[config.mk]
export PLATFORM = sky130hd
export DESIGN_NAME = rsc_bank
export DESIGN_NICKNAME = d
export VERILOG_FILES = /design/src/rtl/rsc_bank.sv
export SDC_FILE = /design/constraint.sdc
export NUM_CORES = 1
export LEC_CHECK = 0
export ABC_AREA = 1
export BUFFER_PORTS_ARGS = -buffer_cell sky130_fd_sc_hd__buf_2
export CAP_MARGIN = 20
export CORE_MARGIN = 2
export CORE_UTILIZATION = 52
export CTS_CLUSTER_DIAMETER = 100
export DETAILED_ROUTE_END_ITERATION = 8
export HOLD_SLACK_MARGIN = 0.05
export PLACE_DENSITY = 0.79
export SLEW_MARGIN = 20
export SYNTH_ARGS = -nofsm -noshare
export SYNTH_HDL_FRONTEND = slang
export SYNTH_SLANG_ARGS = --single-unit
[constraint.sdc]
create_clock -name clk -period 1.35 [get_ports clk]
set_input_delay 0.2025 -clock clk [delete_from_list [all_inputs] [get_ports clk]]
set_output_delay 0.2025 -clock clk [all_outputs]
set_load 0.01 [all_outputs]
[src/rtl/rsc_bank.sv]
// rsc_bank: N_CH parallel RSC encoders sharing one framing FSM and one valid/ready input.
// Define RSC_BANK_TAIL_EN to compile in trellis termination (TAIL state, mode-selected frames).
module rsc_bank #(
   parameter int             N_CH      = 2,
   parameter int             MEM       = 3,
   parameter logic [MEM:0]   G_FB      = 4'b1101,
   parameter logic [MEM:0]   G_FF      = 4'b1011,
   parameter int             FRAME_LEN = 40
) (
   input  logic            clk,
   input  logic            reset,
   input  logic            in_valid,
   output logic            in_ready,
   input  logic [N_CH-1:0] in_data,
   input  logic            mode,
   output logic [N_CH-1:0] x_out,
   output logic [N_CH-1:0] z_out,
   output logic            valid_out,
   output logic            tail_out,
   output logic            sof_out,
   output logic            eof_out
);

   localparam int             BW       = $clog2(FRAME_LEN);
   localparam int             TW       = $clog2(MEM + 1);
   localparam logic [BW-1:0]  LAST_BIT = BW'(FRAME_LEN - 1);
   localparam logic [MEM-1:0] FB_TAPS  = G_FB[MEM:1];
   localparam logic [MEM-1:0] FF_TAPS  = G_FF[MEM:1];

   logic            accept;
   logic            first_beat;
   logic            last_beat;
   logic            trunc_mode;
   logic            tail_step;
   logic            last_tail;
   logic            step;
   logic [BW-1:0]   bit_cnt_reg;
   logic [N_CH-1:0] x_next;
   logic [N_CH-1:0] z_next;

   assign accept     = in_valid & in_ready;
   assign first_beat = accept && (bit_cnt_reg == '0);
   assign last_beat  = accept && (bit_cnt_reg == LAST_BIT);
   assign step       = accept | tail_step;

`ifdef RSC_BANK_TAIL_EN
   typedef enum logic {DATA = 1'b0, TAIL = 1'b1} state_t;

   state_t        state_reg;
   state_t        state_next;
   logic [TW-1:0] tail_cnt_reg;
   logic          frame_mode_reg;

   always_ff @(posedge clk) begin
      if (reset)
         state_reg <= DATA;
      else
         state_reg <= state_next;
   end

   always_comb begin
      state_next = state_reg;
      case (state_reg)
         DATA: if (last_beat && !trunc_mode) state_next = TAIL;
         TAIL: if (last_tail) state_next = DATA;
      endcase
   end

   always_comb begin
      in_ready  = (state_reg == DATA);
      tail_step = (state_reg == TAIL);
   end

   // mode is only honoured on the first beat; later beats see the latched copy
   assign trunc_mode = first_beat ? mode : frame_mode_reg;
   assign last_tail  = tail_step && (tail_cnt_reg == TW'(MEM - 1));

   always_ff @(posedge clk) begin
      if (reset) begin
         tail_cnt_reg   <= '0;
         frame_mode_reg <= 1'b0;
      end else begin
         if (first_beat)
            frame_mode_reg <= mode;
         if (tail_step)
            tail_cnt_reg <= last_tail ? '0 : tail_cnt_reg + TW'(1);
      end
   end
`else
   // without termination every frame is truncated and mode has no effect
   assign in_ready   = 1'b1;
   assign tail_step  = 1'b0;
   assign last_tail  = 1'b0;
   assign trunc_mode = mode | 1'b1;
`endif

   always_ff @(posedge clk) begin
      if (reset)
         bit_cnt_reg <= '0;
      else if (accept)
         bit_cnt_reg <= last_beat ? '0 : bit_cnt_reg + BW'(1);
   end

   generate
      for (genvar gi = 0; gi < N_CH; gi++) begin : g_ch
         logic [MEM-1:0] st_reg;
         logic           fb;
         logic           u;
         logic           a;
         logic           z;

         // st_reg[0] holds s[1] (newest), st_reg[MEM-1] holds s[MEM]
         always_comb begin
            fb = ^(st_reg & FB_TAPS);
            u  = tail_step ? fb : in_data[gi];
            a  = u ^ fb;
            z  = (G_FF[0] & a) ^ (^(st_reg & FF_TAPS));
         end

         assign x_next[gi] = u;
         assign z_next[gi] = z;

         always_ff @(posedge clk) begin
            if (reset || (last_beat && trunc_mode))
               st_reg <= '0;
            else if (step)
               st_reg <= (st_reg << 1) | MEM'(a);
         end
      end
   endgenerate

   always_ff @(posedge clk) begin
      if (reset) begin
         x_out     <= '0;
         z_out     <= '0;
         valid_out <= 1'b0;
         tail_out  <= 1'b0;
         sof_out   <= 1'b0;
         eof_out   <= 1'b0;
      end else begin
         x_out     <= step ? x_next : '0;
         z_out     <= step ? z_next : '0;
         valid_out <= step;
         tail_out  <= tail_step;
         sof_out   <= first_beat;
         eof_out   <= (last_beat & trunc_mode) | last_tail;
      end
   end

endmodule
Word-level counts from Yosys, hierarchy flattened. Cells that the tools add are included.

Add/subtract/negate cells: 1. Multipliers: 0. Div/mod/pow operators: 0. $lt $le $gt $ge: 0. Equality and inequality tests: 1. Shift operators: 0. Mux-type cells: 1. Bitwise logic cells: 7. Reductions and logical operators: 9.

Operators by type and width (number): XOR reduction 3 bit (4); adder 6 x 1 -> 6 bit, second input constant (1); == test 6 bit, second input constant (1); logical NOT 6 bit (1); 2-to-1 mux 6 bit (1); bitwise OR 3 x 1 -> 3 bit (2); XOR 1 bit (4); logical AND 1 bit (2); OR reduction 2 bit (1); logical OR 1 bit (1); NOT 1 bit (1).

Register bits: 19. Bits in latches: 0. RAM bits: 0. ROM bits: 0. Bits of input ports: 6. Output and inout port bits: 9. Word-level logic and storage cells: 27. Memories: 0.

Depth between registers and ports, before layout.
Depth after elaboration: 3. Depth in mapped cells: 7. Mapped depth without buffers: 7.

Least setup slack after synthesis. Ideal clock, no wire load.

Kind: reg2reg. From: register bit_cnt_reg[0]. To: register bit_cnt_reg[3]. Setup time: 115 ps. Arrival: 948 ps. Required time: 1235 ps. Slack: 288 ps. Cell stages (with the launch flop): 7. Path buffers: 0. Period minus slack after synthesis: 1062 ps. Cell sequence: dfxtp_1 -> ha_1 -> nand2_1 -> nor2_1 -> nand2_2 -> nand2_2 -> nor2_1.

Longest elaborated chain between the ends: 3. Elaborated cells on any way between the ends: 4. Classes of those cells: 1 x add/sub; 1 x eq/ne; 1 x mux; 1 x reduce/logical.

RTL lines: from (decl) (line 37) `logic [BW-1:0] bit_cnt_reg;`; from (signal assigned) (line 101) `bit_cnt_reg <= last_beat ? '0 : bit_cnt_reg + BW'(1);`; branches (longest 2 deep; another with adder 6 x 1 -> 6 bit); 2-to-1 mux 6 bit (*) (line 101).

Mark *: on every way between the ends. A chain may end at the register's enable or synchronous reset.

Worst setup path after layout. Same ends and word-level chain as after synthesis.

==> impl_metrics.py <==
metrics = {
    "drt": {
        "drt_first_pass_iters": 4,
        "drt_iter0_markers": 10,
        "number_of_nets_still_failing_antenna_checks_after_routing": 0,
        "drc_errors": 0,
        "wl_mm": 1.42,
        "post_drt_wl_per_cell_um": 9.92,
        "number_of_vias_per_cell_after_detailed_routing": 4.87,
        "via_count_of_the_routed_design": 696,
    },
    "floorplan": {
        "io_pins": 15,
        "floorplan.initialDensity_pct": 55.1,
        "chipHeight_um": 44.0,
        "floorplan.die.width_um": 44.0,
        "floorplan.die_area_mm2": 0.00193,
        "rows": 14,
        "placeableCoreArea_mm2": 0.00151,
    },
    "placed_design": {
        "rd_place_congestion": 0.809,
        "post-dp-hpwl_mm": 1.11,
        "post_dp_cell_area_um2": 886,
        "io_buffers": 11,
        "detailedPlace.worstSlack_ns": 0.126,
    },
    "critical_path": {
        "reg2reg_setup_slack_ns": 0.11,
        "startpoint_type": "flip-flop",
        "critical_path.max_fanout": 6,
        "worstPathRequired_ns": 1.54,
        "regToRegEndpoint": "bit_cnt_reg[3]$_SDFFE_PP0P_",
        "timing.critical_path.slowest_cell_delay_ns": 0.40,
        "critical_path_arrival_ns": 1.43,
        "cp-end-kind": "flip-flop",
        "r2r.worst_path.cells": 6,
        "crit_path_cell_trace": "ha_1 -> nand2_1 -> nor2_1 -> nand2_2 -> nand2_2 -> nor2_1",
        "cpMaxStageDelayCell": "sky130_fd_sc_hd__dfxtp_1",
        "crit-reg2reg-launch": "bit_cnt_reg[0]$_SDFFE_PP0P_",
        "critical_setup_path_kind": "flip-flop to flip-flop",
    },
    "sta": {
        "timing.fmax_mhz": 807,
        "totalNegativeSetupSlack_ns": 0,
        "finalSetupViolCount": 0,
        "post-route-period-util_pct": 91.7,
        "finalCriticalPeriod_ns": 1.24,
        "finalHoldWorstSlack_ns": 0.105,
        "rsz0062_at_grt": "no",
        "drv_slew": 0,
        "timing_hold_violations_final": 0,
        "fin_skew_ns": 0.00175,
        "setup_ws_ns": 0.111,
    },
    "cts": {
        "post_cts_setup_buffers": 0,
        "cts-hold-fix-buffers": 0,
        "clock_transition_at_the_registers_of_the_reported_paths_ns": 0.10,
        "clk_path_buf_depth": 2,
        "ctsResizeCount": 0,
        "h-tree-depth": 1,
        "clock-sinks": 19,
        "cts_buffers": 3,
        "clockRootBuffer": "sky130_fd_sc_hd__clkbuf_4",
        "tritoncts": "done",
        "clock_latency_ns": 0.29,
    },
    "power_and_ir_drop": {
        "switching_power_uw": 244,
        "irDropWorstVdd_uv": 658,
        "gate_power_share_pct": 11.4,
        "power_report.internal_total_uw": 743,
        "leakage_nw": 0.438,
        "share_of_total_power_consumed_by_net_switching_pct": 24.7,
        "p_clk_share_pct": 28.0,
        "seq_power_share_pct": 60.5,
        "pwr_density_cell_mw_per_mm2": 1080,
    },
    "global_routing": {
        "grt_use_total_pct": 18.2,
        "antenna_violations_before_repair": 0,
        "grt_first_pass_wirelength_mm": 2.49,
        "grt.overflow.total": 0,
        "maximum_number_of_pins_on_one_net_before_global_route_repair": 15,
        "grt_pass1_vias": 663,
    },
    "cells_and_area": {
        "final_common_cell": "sky130_fd_sc_hd__nor2_1",
        "area_delta_synth_final_pct": 9.79,
        "drive_above_1_share_pct": 15.0,
        "fillerInstances": 136,
        "num_antenna_cells": 0,
        "final_net_count": 136,
        "fin_area_um2": 912,
        "final_cell_mix": "sky130_fd_sc_hd__nor2_1 (24), sky130_fd_sc_hd__nand2_1 (19), sky130_fd_sc_hd__dfxtp_1 (19), sky130_fd_sc_hd__inv_1 (14), sky130_fd_sc_hd__buf_2 (11)",
    },
    "worst_hold_path": {
        "whs_endpoint": "bit_cnt_reg[2]$_SDFFE_PP0P_",
        "hold_path.startpoint": "reset",
        "holdPathStages": 2,
        "timing.hold.worst.class": "input port to flip-flop",
    },
    "synth": {
        "post-synth-top-area-fraction_pct": 45.8,
        "synth_warnings": 0,
        "synth_area_um2": 831,
        "synth-seq-cells": 19,
        "syn_area_per_cell_um2": 7.22,
        "netlist.top_cell.by_area": "sky130_fd_sc_hd__dfxtp_1",
        "synth.yosys.seq_area_share_pct": 45.8,
        "post_synth_inst_count": 115,
        "synth.net_count": 123,
        "synth_cell_type_count": 19,
        "synth.area.top_cells": "sky130_fd_sc_hd__dfxtp_1 (46%), sky130_fd_sc_hd__nor2_1 (11%), sky130_fd_sc_hd__nand2_1 (8.6%), sky130_fd_sc_hd__inv_1 (6.3%), sky130_fd_sc_hd__a21oi_1 (4.8%)",
    },
    "run": {
        "cap_viol_max_count": 0,
    },
    "outcome": {
        "status": "complete, no violations",
    },
}
## cells by family after synthesis
family | count (synthesis) | synth area share, %
AND/OR/NAND/NOR | 60 | 31.3
flip-flops | 19 | 45.8
buffers and inverters | 18 | 9.19
AO/OA/AOI/OAI | 11 | 6.63
XOR/XNOR | 3 | 3.16
adder cells (fa/ha/maj) | 2 | 3.01
other | 2 | 0.904
## synthesized netlist by cell type
| cell type | instances |
|---|---|
| sky130_fd_sc_hd__ha_1 | 2 |
| sky130_fd_sc_hd__inv_1 | 14 |
| sky130_fd_sc_hd__nand3_1 | 8 |
| sky130_fd_sc_hd__nand2_1 | 19 |
| sky130_fd_sc_hd__buf_4 | 2 |
| sky130_fd_sc_hd__conb_1 | 2 |
| sky130_fd_sc_hd__nor2_4 | 1 |
| sky130_fd_sc_hd__inv_2 | 1 |
| sky130_fd_sc_hd__and2_1 | 2 |
| sky130_fd_sc_hd__buf_2 | 1 |
| sky130_fd_sc_hd__o21ai_0 | 3 |
| sky130_fd_sc_hd__nor2_2 | 1 |
| sky130_fd_sc_hd__xnor2_1 | 3 |
| sky130_fd_sc_hd__dfxtp_1 | 19 |
| sky130_fd_sc_hd__nand2_2 | 2 |
| sky130_fd_sc_hd__nor3_1 | 2 |
| sky130_fd_sc_hd__nor4_1 | 1 |
| sky130_fd_sc_hd__a21oi_1 | 8 |
| sky130_fd_sc_hd__nor2_1 | 24 |
## how the worst max path moves through the flow
stage                                     start                     endpoint  slack [ns]  cells after the start
detailed placement  bit_cnt_reg[0]$_SDFFE_PP0P_  bit_cnt_reg[3]$_SDFFE_PP0P_        0.13                      6
floorplan           bit_cnt_reg[0]$_SDFFE_PP0P_  bit_cnt_reg[3]$_SDFFE_PP0P_        0.29                      6
finish              bit_cnt_reg[0]$_SDFFE_PP0P_  bit_cnt_reg[3]$_SDFFE_PP0P_        0.11                      6
global placement    bit_cnt_reg[0]$_SDFFE_PP0P_  bit_cnt_reg[3]$_SDFFE_PP0P_        0.17                      6
CTS                 bit_cnt_reg[0]$_SDFFE_PP0P_  bit_cnt_reg[3]$_SDFFE_PP0P_        0.11                      6
global route        bit_cnt_reg[0]$_SDFFE_PP0P_  bit_cnt_reg[0]$_SDFFE_PP0P_       0.005                      6
## layout make-up
class / count / area [um^2] / share of cell area [%]
clock buffer: 4 / 26.3 / 2.88
inverter: 15 / 56.3 / 6.17
timing repair buffer: 11 / 55.1 / 6.04
multi-input combinational: 78 / 374 / 41.0
sequential: 19 / 380 / 41.7
tap: 16 / 20.0 / 2.19
## layer usage
| layer | track usage (%) | vias up | share of wire (%) |
|---|---|---|---|
| met5 | 0 | - | 0 |
| met4 | 12.7 | 0 | 2.9 |
| met3 | 3.75 | 5 | 3.0 |
| met2 | 32.4 | 13 | 51 |
| met1 | 18.8 | 304 | 43 |
| li1 | - | 374 | - |
## through the flow
step	util, %	power [mW]	instances
finish	60.5	0.987	143
detailed placement	58.8	0.724	139
CTS	60.5	1.00	143
global placement	58.8	0.718	139
global route	60.5	1.04	143
floorplan	-	0.693	115
## critical path: cells and delay by family (launching register included)
family | cells | cell delay (ns)
adders and majority gates | 1 | 0.18
DFF | 1 | 0.40
and+or+nand+nor | 5 | 0.56
## power by group through the flow
stage / combinational, mW / clock [mW] / sequential [mW]
6_report: 0.113 / 0.277 / 0.597
3_5_place_dp: 0.113 / 0 / 0.611
3_3_place_gp: 0.109 / 0 / 0.609
2_1_floorplan: 0.0791 / 0 / 0.614
5_1_grt: 0.131 / 0.309 / 0.601
4_1_cts: 0.113 / 0.290 / 0.598
(Power assumes the default switching activity.)
